File: src/rtl/stopwatch_pkg.sv
// Shared types and 7-segment codes for the BCD stopwatch.
// Optional lap capture in the top level is enabled by defining STOPWATCH_LAP_EN.
package stopwatch_pkg;

  typedef enum logic [1:0] {
    ST_IDLE = 2'd0,
    ST_RUN  = 2'd1,
    ST_DONE = 2'd2
  } sw_state_e;

  typedef logic [3:0] bcd_t;

  // Active-low segment codes, bit order {g,f,e,d,c,b,a}.
  localparam logic [6:0] SEG_0     = 7'b1000000;
  localparam logic [6:0] SEG_1     = 7'b1111001;
  localparam logic [6:0] SEG_2     = 7'b0100100;
  localparam logic [6:0] SEG_3     = 7'b0110000;
  localparam logic [6:0] SEG_4     = 7'b0011001;
  localparam logic [6:0] SEG_5     = 7'b0010010;
  localparam logic [6:0] SEG_6     = 7'b0000010;
  localparam logic [6:0] SEG_7     = 7'b1111000;
  localparam logic [6:0] SEG_8     = 7'b0000000;
  localparam logic [6:0] SEG_9     = 7'b0010000;
  localparam logic [6:0] SEG_BLANK = 7'b1111111;

  function automatic logic [6:0] seg7(input bcd_t d);
    case (d)
      4'd0:    return SEG_0;
      4'd1:    return SEG_1;
      4'd2:    return SEG_2;
      4'd3:    return SEG_3;
      4'd4:    return SEG_4;
      4'd5:    return SEG_5;
      4'd6:    return SEG_6;
      4'd7:    return SEG_7;
      4'd8:    return SEG_8;
      4'd9:    return SEG_9;
      default: return SEG_BLANK;
    endcase
  endfunction

  // Clamp an arbitrary nibble into the legal BCD range.
  function automatic bcd_t bcd_sat(input logic [3:0] v);
    return (v > 4'd9) ? 4'd9 : v;
  endfunction

endpackage

File: src/rtl/stopwatch_bcd_decade.sv
// One BCD decade: load, increment/decrement gated by carry/borrow-in,
// and carry/borrow-out for the next decade up the chain.
module bcd_decade
  import stopwatch_pkg::*;
(
  input  logic       clk,
  input  logic       rst,
  input  logic       clear,
  input  logic       load,
  input  logic [3:0] load_val,
  input  logic       up,
  input  logic       cin,
  output logic [3:0] digit,
  output logic       cout
);

  // One chain serves both directions: carry when counting up, borrow when down.
  assign cout = cin & (up ? (digit == 4'd9) : (digit == 4'd0));

  // NOTE: sequential state uses non-blocking assignments so every decade
  // samples its neighbours' pre-edge values and the chain behaves as one register.
  always_ff @(posedge clk or posedge rst) begin
    if (rst) begin
      digit <= 4'd0;
    end else if (clear) begin
      digit <= 4'd0;
    end else if (load) begin
      digit <= bcd_sat(load_val);
    end else if (cin) begin
      if (up) digit <= (digit == 4'd9) ? 4'd0 : digit + 4'd1;
      else    digit <= (digit == 4'd0) ? 4'd9 : digit - 4'd1;
    end
  end

endmodule

File: src/rtl/stopwatch_bcd.sv
// Up/down BCD stopwatch with prescaler, preset load and 7-segment outputs.
// Define STOPWATCH_LAP_EN to build in the lap (display freeze) register.
module stopwatch_bcd
  import stopwatch_pkg::*;
#(
  parameter int DIGITS   = 2,
  parameter int TICK_DIV = 50000000
) (
  input  logic                clk,
  input  logic                rst,
  input  logic                start,
  input  logic                stop,
  input  logic                clear,
  input  logic                up_down,
  input  logic                load_en,
  input  logic [4*DIGITS-1:0] load_val,
  input  logic                lap,
  output logic [4*DIGITS-1:0] bcd_out,
  output logic [7*DIGITS-1:0] seg_out,
  output logic                running,
  output logic                done,
  output logic                lap_active
);

  localparam int W  = 4 * DIGITS;
  localparam int PW = $clog2(TICK_DIV);
  localparam logic [PW-1:0] PRESC_MAX = PW'(TICK_DIV - 1);

  sw_state_e     state_q, state_d;
  logic [PW-1:0] presc;
  logic [W-1:0]  count;
  logic [DIGITS:0] carry;
  logic          tick, count_zero, count_one, load_ok, unused_wrap;

  assign tick       = (state_q == ST_RUN) && (presc == PRESC_MAX);
  assign count_zero = (count == '0);
  assign count_one  = (count == W'(1));
  assign load_ok    = load_en && (state_q != ST_RUN);

  // A down-count never borrows past zero; the FSM leaves RUN instead.
  assign carry[0]    = tick && (up_down || !count_zero);
  assign unused_wrap = carry[DIGITS];

  always_ff @(posedge clk or posedge rst) begin
    if (rst) state_q <= ST_IDLE;
    else     state_q <= state_d;
  end

  // NOTE: state_d gets a default before any branch so no path leaves it
  // unassigned, which would otherwise infer a latch.
  always_comb begin
    state_d = state_q;
    if (clear) begin
      state_d = ST_IDLE;
    end else begin
      case (state_q)
        ST_IDLE: begin
          if (!stop && start)
            state_d = (!up_down && count_zero) ? ST_DONE : ST_RUN;
        end
        ST_RUN: begin
          if (stop)
            state_d = ST_IDLE;
          else if (!up_down && (count_zero || (tick && count_one)))
            state_d = ST_DONE;
        end
        ST_DONE: begin
          if (load_en) state_d = ST_IDLE;
        end
        default: state_d = ST_IDLE;
      endcase
    end
  end

  // Prescaler only advances while staying in RUN, so any exit discards it.
  always_ff @(posedge clk or posedge rst) begin
    if (rst) begin
      presc <= '0;
    end else if (state_q == ST_RUN && state_d == ST_RUN && !tick) begin
      presc <= presc + PW'(1);
    end else begin
      presc <= '0;
    end
  end

  for (genvar g = 0; g < DIGITS; g++) begin : g_decade
    bcd_decade u_decade (
      .clk      (clk),
      .rst      (rst),
      .clear    (clear),
      .load     (load_ok),
      .load_val (load_val[4*g +: 4]),
      .up       (up_down),
      .cin      (carry[g]),
      .digit    (count[4*g +: 4]),
      .cout     (carry[g+1])
    );
  end

`ifdef STOPWATCH_LAP_EN
  logic [W-1:0] lap_reg;
  logic         lap_q;

  // Capture only happens in RUN; a pending freeze can be released anywhere.
  always_ff @(posedge clk or posedge rst) begin
    if (rst) begin
      lap_q   <= 1'b0;
      lap_reg <= '0;
    end else if (clear) begin
      lap_q <= 1'b0;
    end else if (lap) begin
      if (lap_q) begin
        lap_q <= 1'b0;
      end else if (state_q == ST_RUN) begin
        lap_q   <= 1'b1;
        lap_reg <= count;
      end
    end
  end

  assign lap_active = lap_q;
  assign bcd_out    = lap_q ? lap_reg : count;
`else
  logic unused_lap;
  assign unused_lap = lap;
  assign lap_active = 1'b0;
  assign bcd_out    = count;
`endif

  for (genvar g = 0; g < DIGITS; g++) begin : g_seg
    assign seg_out[7*g +: 7] = seg7(bcd_out[4*g +: 4]);
  end

  assign running = (state_q == ST_RUN);
  assign done    = (state_q == ST_DONE);

endmodule
File: config.mk
export PLATFORM = sky130hd
export DESIGN_NAME = stopwatch_bcd
export DESIGN_NICKNAME = d
export VERILOG_FILES = /design/src/rtl/stopwatch_pkg.sv /design/src/rtl/stopwatch_bcd_decade.sv /design/src/rtl/stopwatch_bcd.sv
export SDC_FILE = /design/constraint.sdc
export NUM_CORES = 1
export LEC_CHECK = 0
export BUFFER_PORTS_ARGS = -buffer_cell sky130_fd_sc_hd__buf_4
export CAP_MARGIN = 20
export CORE_MARGIN = 8
export CORE_UTILIZATION = 55
export DETAILED_ROUTE_END_ITERATION = 12
export PLACE_DENSITY = 0.77
export SLEW_MARGIN = 20
export SYNTH_ARGS = -nofsm -noshare
export SYNTH_HDL_FRONTEND = slang
export SYNTH_HIERARCHICAL = 1
export SYNTH_SLANG_ARGS = --single-unit
File: constraint.sdc
create_clock -name clk -period 3.45 [get_ports clk]
set_clock_uncertainty 0.15 [all_clocks]
set_input_delay 0.5175 -clock clk [delete_from_list [all_inputs] [get_ports clk]]
set_output_delay 0.5175 -clock clk [all_outputs]
set_load 0.01 [all_outputs]
==> impl_metrics.json <==
{
  "status": "complete, no violations",
  "cts_resized": 0,
  "hpwl_um": 4576,
  "crit_slowest_cell": "or4b_1",
  "synth_area_um2": 2784,
  "critPathArrivalTime_ps": 2960,
  "setup_tns_ps": 0,
  "clock_path_buffers": 2,
  "drt_first_pass_iters": 4,
  "vias_per_cell": 5.886,
  "peakVddDrop_v": 0.0001623,
  "fin_ws_ps": 496.2,
  "dieWidth_um": 87.15,
  "numPortBuffers": 38,
  "period_share_pct": 85.62,
  "end_kind": "flip-flop",
  "wl_per_cell_um": 15.09,
  "setup_viol": 0,
  "cts_htree_levels": 2,
  "gp_congestion": 0.8905,
  "maxCapViolCount": 0,
  "required_ps": 3450,
  "place_inst": 420,
  "layout-drive-gt1-share_pct": 20.61,
  "grt_pass1_wl_um": 10580,
  "cts_tree": "done",
  "finalNonFillerCells": 429,
  "clk_latency_ps": 290,
  "switching_share_pct": 28.93,
  "grt_max_degree": 29,
  "p_sw_uw": 284.6,
  "cts_buffers": 5,
  "die_h_um": 87.15,
  "rsz0062_at_grt": "no",
  "hp-class": "in -> reg",
  "min_period_ps": 2954,
  "die_area_um2": 7594,
  "finalHoldViolCount": 0,
  "slew-limit-headroom_pct": 61.19,
  "place_area_um2": 3074,
  "syn_avg_cell_area_um2": 8.488,
  "tightest_slew_ps": 581.4,
  "grt_pass1_vias": 2341,
  "post-place-ws_ps": 526.0,
  "cp_cell_sequence": "or4b_1 > or4_4 > nor3_4 > and2_2 > and3_1 > nand2_1 > o311ai_1 > a221oi_2",
  "io_pins": 41,
  "antenna_left": 0,
  "cts_root_buffer": "clkbuf_8",
  "finalInstanceArea_um2": 3174,
  "syn_nets": 353,
  "cts.sinks": 36,
  "nets": 383,
  "fillers": 477,
  "core_area_um2": 5010,
  "area_delta_synth_final_pct": 14.02,
  "vias": 2525,
  "start_util_pct": 55.57,
  "yosysWarnings": 6,
  "synthCells": 328,
  "antenna_found_initial": 0,
  "max_freq_ghz": 0.3385,
  "finalMaxSlewViolations": 0,
  "pwr-share-clk_pct": 31.3,
  "drcViolationCount": 0,
  "wirelength_um": 6473,
  "pwr_density_cell_nw_per_um2": 309.9,
  "cts_setup_buffers": 0,
  "grt_usage_pct": 17.23,
  "p_total_uw": 983.7,
  "critPathMaxStageDelay_ps": 520,
  "start_kind": "flip-flop",
  "cts_hold_buf": 1,
  "grt_overflow_total": 0,
  "internal_power_uw": 699.1,
  "cts.clk_slew.worst_paths_ps": 70,
  "power_leakage_uw": 0.001309,
  "n_antenna_cell": 0,
  "rows": 26,
  "first_iter_violations": 90,
  "seqPwrFrac_pct": 44.9,
  "path_class": "reg -> reg",
  "comb_power_share_pct": 23.8,
  "worstPathMaxFanout": 8
}
-- state kept, by name (all words and copies together) (netlist names) --
signal	cells
presc	26
state_q	2
g_decade.u_decade/digit	8
-- routing by layer --
layer	wire length (um)	global-route usage [%]	vias to the layer above	part of all wire (%)
met5	0	0	-	0
met4	96	6.406	0	1.5
met3	324	3.113	11	5.0
met2	3128	28.94	68	48
met1	2923	21.35	1197	45
li1	-	-	1249	-
-- power by group through the flow --
| stage | Combinational [uW] | Clock [uW] | Sequential [uW] |
|---|---|---|---|
| 2_1_floorplan | 145 | 0 | 451 |
| 3_3_place_gp | 229 | 0 | 449 |
| 3_5_place_dp | 232 | 0 | 450 |
| 4_1_cts | 234 | 317 | 441 |
| 5_1_grt | 259 | 331 | 443 |
| 6_report | 234 | 308 | 442 |
-- worst max-delay path: cells and delay by family, from the launching register on --
| family | cells | cell delay, ps |
|---|---|---|
| AND/OR/NAND/NOR | 6 | 1810 |
| flip-flops | 1 | 430 |
| AO/OA/AOI/OAI | 2 | 430 |
-- through the flow --
stage | util (%) | hold WS (ps)
after floorplan | - | 133.6
after detailed placement | 61.36 | 287.2
after global routing | 63.36 | 351.7
after CTS | 63.36 | 336.3
after global placement | 61.36 | 285.2
final | 63.36 | 343.5
-- layout make-up --
type / count / area [um2] / share of cell area [%]
clock buffers: 8 / 90.09 / 2.838
inverters: 17 / 63.81 / 2.010
multi-input cells: 251 / 1677 / 52.82
flip-flops and latches: 36 / 900.9 / 28.38
well taps: 70 / 87.58 / 2.759
repair buffers: 47 / 355.3 / 11.19
-- worst paths after layout --
path	cells after the start	startpoint	slack, ps	end
worst max-delay path	8	presc[18]$_DFF_PP0_	500	g_decade[1].u_decade/digit[1]$_DFFE_PP0P_
worst min-delay path	2	clear	340	g_decade[0].u_decade/digit[1]$_DFFE_PP0P_
worst max register to register	8	presc[18]$_DFF_PP0_	500	g_decade[1].u_decade/digit[1]$_DFFE_PP0P_
worst min register to register	1	presc[0]$_DFF_PP0_	390	presc[0]$_DFF_PP0_
max in group asynchronous	3	rst	2040	presc[10]$_DFF_PP0_
min in group asynchronous	3	rst	550	g_decade[1].u_decade/digit[0]$_DFFE_PP0P_
-- placed cells by master, fill, tap and decap left out, types with 3 or more instances in the layout --
cell type and instances:
ha_1 9, and2b_1 4, nor2_1 25, o21ai_0 20, buf_4 46, clkbuf_8 6
and4_1 3, and3_1 3, a211oi_1 15, or4_1 7, nor4_1 7, o31ai_1 5
xnor2_1 8, nand3_1 14, a31oi_1 3, or2_2 5, nand4_1 6, dfrtp_1 36
nand2b_1 4, nor3_1 12, xor2_1 8, or3_1 9, inv_1 16, nand2_1 22
a21oi_1 10, nor2b_1 8
No activity file was read; power rests on OpenSTA's default activity.
